## config.mk

```make
export PLATFORM = sky130hd
export DESIGN_NAME = instr_encoder
export DESIGN_NICKNAME = d
export VERILOG_FILES = /design/src/rtl/instr_encoder.sv
export SDC_FILE = /design/constraint.sdc
export NUM_CORES = 1
export LEC_CHECK = 0
export CORE_ASPECT_RATIO = 0.8
export CORE_MARGIN = 1
export CORE_UTILIZATION = 43
export DETAILED_ROUTE_END_ITERATION = 10
export GPL_TIMING_DRIVEN = 0
export PLACE_DENSITY = 0.91
export REMOVE_ABC_BUFFERS = 1
export SYNTH_ARGS = -nofsm -noshare
export SYNTH_HDL_FRONTEND = slang
export SYNTH_SLANG_ARGS = --single-unit
```

## constraint.sdc

```tcl
create_clock -name clk -period 2 [get_ports clk]
set_input_delay 0.3 -clock clk [delete_from_list [all_inputs] [get_ports clk]]
set_output_delay 0.3 -clock clk [all_outputs]
set_load 0.01 [all_outputs]
```

## src/rtl/instr_encoder.sv

```systemverilog
// MIPS instruction encoder that streams encoded words into instruction memory.
// One write per accepted legal beat, one cycle after acceptance.
module instr_encoder #(
  parameter int ADDR_W = 8
) (
  input  logic              clk,
  input  logic              rst_n,
  input  logic              start,
  input  logic              done,
  input  logic              in_valid,
  output logic              in_ready,
  input  logic [3:0]        op_sel,
  input  logic [4:0]        rs,
  input  logic [4:0]        rt,
  input  logic [4:0]        rd,
  input  logic [4:0]        shamt,
  input  logic [5:0]        funct,
  input  logic [15:0]       imm,
  input  logic [25:0]       target,
  output logic              imem_we,
  output logic [ADDR_W-1:0] imem_addr,
  output logic [31:0]       imem_wdata,
  output logic [ADDR_W:0]   count,
  output logic              busy,
  output logic              full,
  output logic              err_op
);

  typedef enum logic [1:0] {
    S_IDLE,
    S_LOAD,
    S_FULL,
    S_DONE
  } state_t;

  localparam logic [ADDR_W:0]   DEPTH = {1'b1, {ADDR_W{1'b0}}};
  localparam logic [ADDR_W-1:0] LAST  = '1;

  state_t              r_state;
  state_t              w_next;
  logic [ADDR_W-1:0]   r_ptr;
  logic [ADDR_W:0]     r_count;
  logic                r_we;
  logic [ADDR_W-1:0]   r_addr;
  logic [31:0]         r_wdata;
  logic                r_err;

  logic                w_acc;
  logic                w_legal;
  logic                w_wr;
  logic                w_start;
  logic [ADDR_W:0]     w_cnt_nx;
  logic [31:0]         w_enc;

  assign in_ready = (r_state == S_LOAD);
  assign w_acc    = in_valid & in_ready;
  assign w_legal  = ~op_sel[3];
  assign w_wr     = w_acc & w_legal;
  assign w_start  = start &
                    ((r_state == S_IDLE) | (r_state == S_DONE));
  assign w_cnt_nx = r_count + {{ADDR_W{1'b0}}, 1'b1};

  always_comb begin
    w_enc = '0;
    case (op_sel)
      4'd0: w_enc = {6'b000000, rs, rt, rd, shamt, funct};
      4'd1: w_enc = {6'b100011, rs, rt, imm};
      4'd2: w_enc = {6'b101011, rs, rt, imm};
      4'd3: w_enc = {6'b000100, rs, rt, imm};
      4'd4: w_enc = {6'b000101, rs, rt, imm};
      4'd5: w_enc = {6'b000010, target};
      4'd6: w_enc = {6'b001000, rs, rt, imm};
      4'd7: w_enc = {6'b001100, rs, rt, imm};
      default: w_enc = '0;
    endcase
  end

  // done takes priority over the full transition on the last beat
  always_comb begin
    w_next = r_state;
    unique case (r_state)
      S_IDLE: if (start) w_next = S_LOAD;
      S_LOAD: begin
        if (done) w_next = S_DONE;
        else if (w_wr && (w_cnt_nx == DEPTH)) w_next = S_FULL;
      end
      S_FULL: if (done) w_next = S_DONE;
      S_DONE: if (start) w_next = S_LOAD;
      default: w_next = S_IDLE;
    endcase
  end

  always_ff @(posedge clk or negedge rst_n) begin
    if (!rst_n) begin
      r_state <= S_IDLE;
      r_ptr   <= '0;
      r_count <= '0;
      r_we    <= 1'b0;
      r_addr  <= '0;
      r_wdata <= '0;
      r_err   <= 1'b0;
    end else begin
      r_state <= w_next;
      r_we    <= w_wr;
      if (w_start) begin
        r_ptr   <= '0;
        r_count <= '0;
        r_addr  <= '0;
        r_err   <= 1'b0;
      end else if (w_wr) begin
        r_addr  <= r_ptr;
        r_wdata <= w_enc;
        r_count <= w_cnt_nx;
        if (r_ptr != LAST) r_ptr <= r_ptr + ADDR_W'(1);
      end else if (w_acc) begin
        r_err <= 1'b1;
      end
    end
  end

  assign imem_we    = r_we;
  assign imem_addr  = r_addr;
  assign imem_wdata = r_wdata;
  assign count      = r_count;
  assign busy       = (r_state == S_LOAD) | (r_state == S_FULL);
  assign full       = (r_state == S_FULL);
  assign err_op     = r_err;

endmodule
```

; Yosys cells after proc, flatten, opt, wreduce, memory -nomap -nowiden
; Index checks and enable logic that the tools add are counted.
[classes]
div = 0
n_bitwise = 7
n_mul = 0
mux = 16
add_sub_neg = 2
order_cmp = 0
n_eq_ne = 16
n_shift = 0
reduce_logical = 11
[op_table]
columns = operator, n
row1 = case mux 32 bit (8 select lines), 1
row2 = two-way mux 8 bit, 5
row3 = two-way mux 9 bit, 2
row4 = "== test 4 x 3 -> 1 bit, second input constant", 4
row5 = "adder 9 x 1 -> 9 bit, second input constant", 1
row6 = "== test 9 bit, second input constant", 1
row7 = "adder 8 x 1 -> 8 bit, second input constant", 1
row8 = "== test 4 x 2 -> 1 bit, second input constant", 2
row9 = two-way mux 2 bit, 4
row10 = "inequality test 8 bit, second input constant", 1
row11 = case mux 2 bit (3 select lines), 1
row12 = AND reduction 2 bit, 3
row13 = nonzero test 2 bit, 3
row14 = "== test 2 bit, second input constant", 2
row15 = "== test 4 x 1 -> 1 bit, second input constant", 1
row16 = zero test 4 bit, 1
row17 = "inequality test 2 x 1 -> 1 bit, second input constant", 2
row18 = AND 1 bit, 3
row19 = two-way mux 1 bit, 3
row20 = "inequality test 3 x 2 -> 1 bit, second input constant", 1
row21 = AND reduction 3 bit, 1
row22 = "== test 2 x 1 -> 1 bit, second input constant", 1
row23 = zero test 2 bit, 1
row24 = "inequality test 2 bit, second input constant", 1
row25 = 4 further kinds, 6
[word_totals]
latchBits = 0
mem_bits_ro = 0
ramBits = 0
n_memories = 0
regBits = 61
elab_cells = 59
in_bits = 77

; Logic depth before layout (Yosys ltp)
[logic_depth]
word_depth = 7
mapped_depth = 9
depth_no_buf = 7

; Worst setup path before layout
; Ideal clock, no wire load.
[synth_path]
kind = register to register
start = register r_state[0]
end = register r_wdata[16], in the netlist imem_wdata[16]
setup_ps = 126
slack_ps = 168
t_required_ps = 1874
n_path_buf = 3
arrival_time_ps = 1707
stages_incl_launch_ff = 10
cell_sequence = dfrtp_1 -> inv_1 -> ha_1 -> and2_1 -> buf_2 -> nand2b_1 -> buf_2 -> buf_2 -> a221oi_1 -> nor2_1
[synth_between]
elab_chain_cells = 5
elab_cells_between_ends = 9
classes_between = 2 x eq/ne / 5 x bitwise / 2 x reduce/logical
[synth_lines]
columns = item, line
row1 = from (decl), 39  ; state_t r_state;
row2 = from (signal assigned), 103  ; r_state <= w_next;
row3 = == test 2 bit or zero test 2 bit (tied branches), 60  ; ((r_state == S_IDLE) | (r_state == S_DONE));
row4 = bitwise OR 1 bit, 60
row5 = AND 1 bit, 59  ; assign w_start = start &
row6 = inverter 1 bit (no source line), n/a
row7 = AND reduction 2 bit (no source line) *, n/a
row8 = to (signal assigned), 112  ; r_wdata <= w_enc;
row9 = to (decl), 45  ; logic [31:0] r_wdata;
; Mark *: on every way between the ends. The rest lies on a longest branch, timed or not.
; A chain may end at the register's enable or synchronous reset.

; Worst setup path after layout
[layout_path]
start = register r_state[1]
end = output in_ready
[layout_between]
elab_chain_cells = 1
[layout_lines]
columns = item, line
row1 = == test 2 x 1 -> 1 bit, 55  ; assign in_ready = (r_state == S_LOAD);
row2 = to (decl), 11  ; output logic in_ready,
; No other way between the ends.

==> summary.txt <==
Logic synthesis
  – Cell variety after synth: 56
  – Mean Syn Cell Area: 9.71 um^2
  – Gate Count Post-Synth: 314
  – Cell area after technology mapping: 3050 um^2
  – Ys Warns: 0
  – Total of flip-flops plus latches after synthesis: 60
  – Fraction of the yosys area taken by sequential cells: 0.492

Global routing
  – Maximum number of pins on one net before global-route repair: 33
  – Met1 Use GR: 0.329
  – Global Route Usage Sum: 0.257
  – Met3 Resource Use GR: 0.0833
  – Global-route layer with the greatest usage: met2
  – Global routing usage on met2: 0.428
  – Initial antenna violation count: 0
  – Total congestion overflow: 0
  – Global-route wire length before repair: 14,500 um
  – Number of global-route vias before repair: 2,930

Route
  – Violation count after the first detailed-routing iteration: 182
  – Detailed-route vias per instance: 5.77
  – Remaining routing DRC violations: 0
  – Routed vias: 3,108
  – Number of nets with antenna violations after detailed routing: 0
  – Wire length after detailed routing: 9220 um
  – Number of optimization iterations in the first detailed-route pass: 7
  – Avg WL per Cell: 17.1 um

Setup path
  – Register-to-register setup slack: 0.13 ns
  – Type of the worst setup path: flop to output pin
  – Startpoint Class: flop
  – Critical-path top delay cell: clkdlybuf4s50_1
  – CP peak stage delay: 0.55 ns
  – Worst path arrival time: 1.61 ns
  – Data required time of the worst path: 1.70 ns
  – Worst Path Max Fanout: 6
  – Cell Chain, Critical Path: inv_1 > ha_4 > clkdlybuf4s50_1
  – Element type at the critical path end: output pin

Clock tree
  – CTS sink count: 60
  – CTS tree: built
  – Worst skew pair latency: 0.33 ns
  – Root buf cell: clkbuf_8
  – Clock slew at the register clock pins of the worst setup and hold paths: 0.07 ns
  – Maximum level of the CTS H-tree: 3
  – Clock Tree Buf Depth: 2
  – Num CTS Buffers: 9

Power
  – Proportion of power drawn by flip-flops and latches: 0.353
  – Clock network fraction of design power: 0.252
  – Net switching power of the design: 0.00157 W
  – Sw Share: 0.323
  – Combinational share of power: 0.395
  – Standby leakage power: 1.98 nW
  – Power density over the cells: 1010 nW/um^2
  – Internal power component: 0.00330 W
  – Peak supply drop: 438 uV

Placement
  – HPWL after detailed placement: 5950 um
  – Routability cong.: 0.810
  – Total cell area at the placement stage: 4360 um^2
  – Port-buffer cells: 129

Finish
  – Final cell area excluding filler cells: 4800 um^2
  – Fraction of final layout cells sized beyond drive strength 1: 0.115
  – Final core area utilization: 0.701
  – Number of nets in the layout: 530
  – Antenna Cells: 0
  – Layout overhead on the synthesized area: 57.5%

Floorplan
  – Floorplan die area: 7440 um^2
  – Std-Cell Core Area: 6860 um^2
  – I/O pin count: 131
  – Starting density of the core: 0.445
  – Floorplan die height: 77.3 um
  – Horizontal extent of the die: 96.2 um
  – Std-Cell Rows: 27

Min path
  – Min-Delay Path Class: input pin to async pin

Outcome
  – Status: completed

Timing
  – Fin crit share: 0.954
  – Worst slew margin: 0.517
  – Pins over their slew limit: 0
  – Clock Skews: 0.00803 ns
  – Minimum period implied by the final worst setup slack: 1.91 ns
  – Upper clock frequency limit: 0.524 GHz
  – Final setup viols: 0
  – Count of endpoints failing hold in the final timing report: 0
  – Slew @ Worst Pin: 0.724 ns
  – Final hold slack: 0.00284 ns

Flow run
  – Number of violations of the max-capacitance limit: 0
worst paths after layout:
check                      cells past startpoint            from        endpoint
min in group clk                               2  imem_wdata[31]  imem_wdata[31]
min                                            1           rst_n    imem_addr[3]
max in group asynchronous                      2           rst_n        count[4]
max                                            3      r_state[1]        in_ready
max reg2reg                                    6      r_state[0]  imem_wdata[21]
min reg2reg                                    2  imem_wdata[31]  imem_wdata[31]
layout by cell type, fill, tap and decap left out, drive strengths merged, types with 3 or more instances in the layout:
cell type	synthesis	final
a2111oi	3	3
a211oi	4	4
a21oi	18	18
a221oi	10	10
a222oi	16	16
a31oi	3	3
and3	5	5
buf	18	14
clkbuf	4	11
clkdlybuf4s50	0	125
dfrtp	60	60
ha	5	5
inv	8	7
mux2i	3	3
nand2	47	47
nand3	4	4
nor2	35	35
nor3	6	7
nor4	3	3
o21ai	21	21
or3	3	3
xnor2	7	7
xor2	4	4
timing repair:
action / CTS / global route
gates cloned: 3 / 0
resized for setup: 14 / 6
setup endpoints to repair: 37 / 30
buffers inserted: 4 / 8
pin swaps: 2 / 1
hold buffers: 0 / 0
cell usage after synthesis (all sizes together):
cell / instances / area [um^2]
a221oi: 10 / 87.6
nand3: 4 / 20.0
nor2b: 1 / 6.26
a211oi: 4 / 30.0
o41ai: 2 / 17.5
ha: 5 / 62.6
conb: 1 / 3.75
buf: 18 / 104
nor3: 6 / 35.0
o22ai: 1 / 6.26
o2111ai: 2 / 23.8
xor2: 4 / 35.0
a2bb2oi: 1 / 8.76
nand4: 2 / 12.5
o211ai: 1 / 7.51
and4: 2 / 20.0
inv: 8 / 30.0
nor4b: 2 / 17.5
nand2b: 1 / 6.26
mux2i: 3 / 30.0
a222oi: 16 / 160
dfrtp: 60 / 1500
xnor2: 7 / 61.3
clkbuf: 4 / 15.0
or3: 3 / 20.0
a21boi: 1 / 7.51
a41oi: 1 / 8.76
a21oi: 18 / 93.8
o21ai: 21 / 105
and3b: 1 / 8.76
and2b: 1 / 7.51
o31ai: 2 / 15.0
and2: 2 / 13.8
a31oi: 3 / 18.8
and4b: 1 / 10.0
nand3b: 1 / 20.0
a2111oi: 3 / 32.5
nor2: 35 / 131
and3: 5 / 33.8
nand2: 47 / 176
a2111o: 1 / 11.3
nor4: 3 / 33.8
per-stage QoR:
step                worst slack (ns)  setup TNS [ns]  power, W  std cells
floorplan                     -0.626          -18.28   0.00249        292
finish                        0.0912               0   0.00487        539
global route                -0.00830         -0.0126   0.00516        539
detailed placement             -1.04          -35.58   0.00352        509
global placement               -1.45         -122.75   0.00344        508
CTS                           0.0120               0   0.00483        531
final cells by class:
cell class / count / area [um^2]
tap: 87 / 109
clock buffer: 11 / 151
inverter: 8 / 42.5
clock inverter: 4 / 72.6
fill: 505 / 2050
timing repair buffer: 142 / 1420
multi-input combinational: 227 / 1510
sequential: 60 / 1500
flip-flops by register name, summed over array words and instances (netlist names):
name / count
r_state: 2
imem_we: 1
r_ptr: 8
imem_addr: 8
count: 9
imem_wdata: 31
err_op: 1
kinds of logic after synthesis:
family	Yosys count	share of synthesized area
AOI/OAI and AO/OA	87	0.208
other	1	0.00123
xor gates and xnor gates	11	0.0316
DFF	60	0.492
muxes	3	0.00984
buffers and inverters	30	0.0488
adders and majority gates	5	0.0205
and+or+nand+nor	117	0.188
metal layers:
metal  wire [um]  up-vias
met2        4700      134
met1        3690     1531
met3         695       14
li1            -     1429
met4         140        0
met5           0        -
power by group through the flow:
stage	registers [W]	clock network (W)	logic, W
CTS	0.00172	0.00125	0.00186
finish	0.00172	0.00123	0.00192
detailed placement	0.00174	0	0.00178
global route	0.00177	0.00130	0.00209
floorplan	0.00187	0	0.000620
global placement	0.00172	0	0.00172
worst max-delay path, delay by kind of cell (launching register included):
family | cells | cell delay (ns)
flops | 1 | 0.40
fa+ha+maj | 1 | 0.21
buf+inv | 2 | 0.67
(Power assumes the default switching activity.)
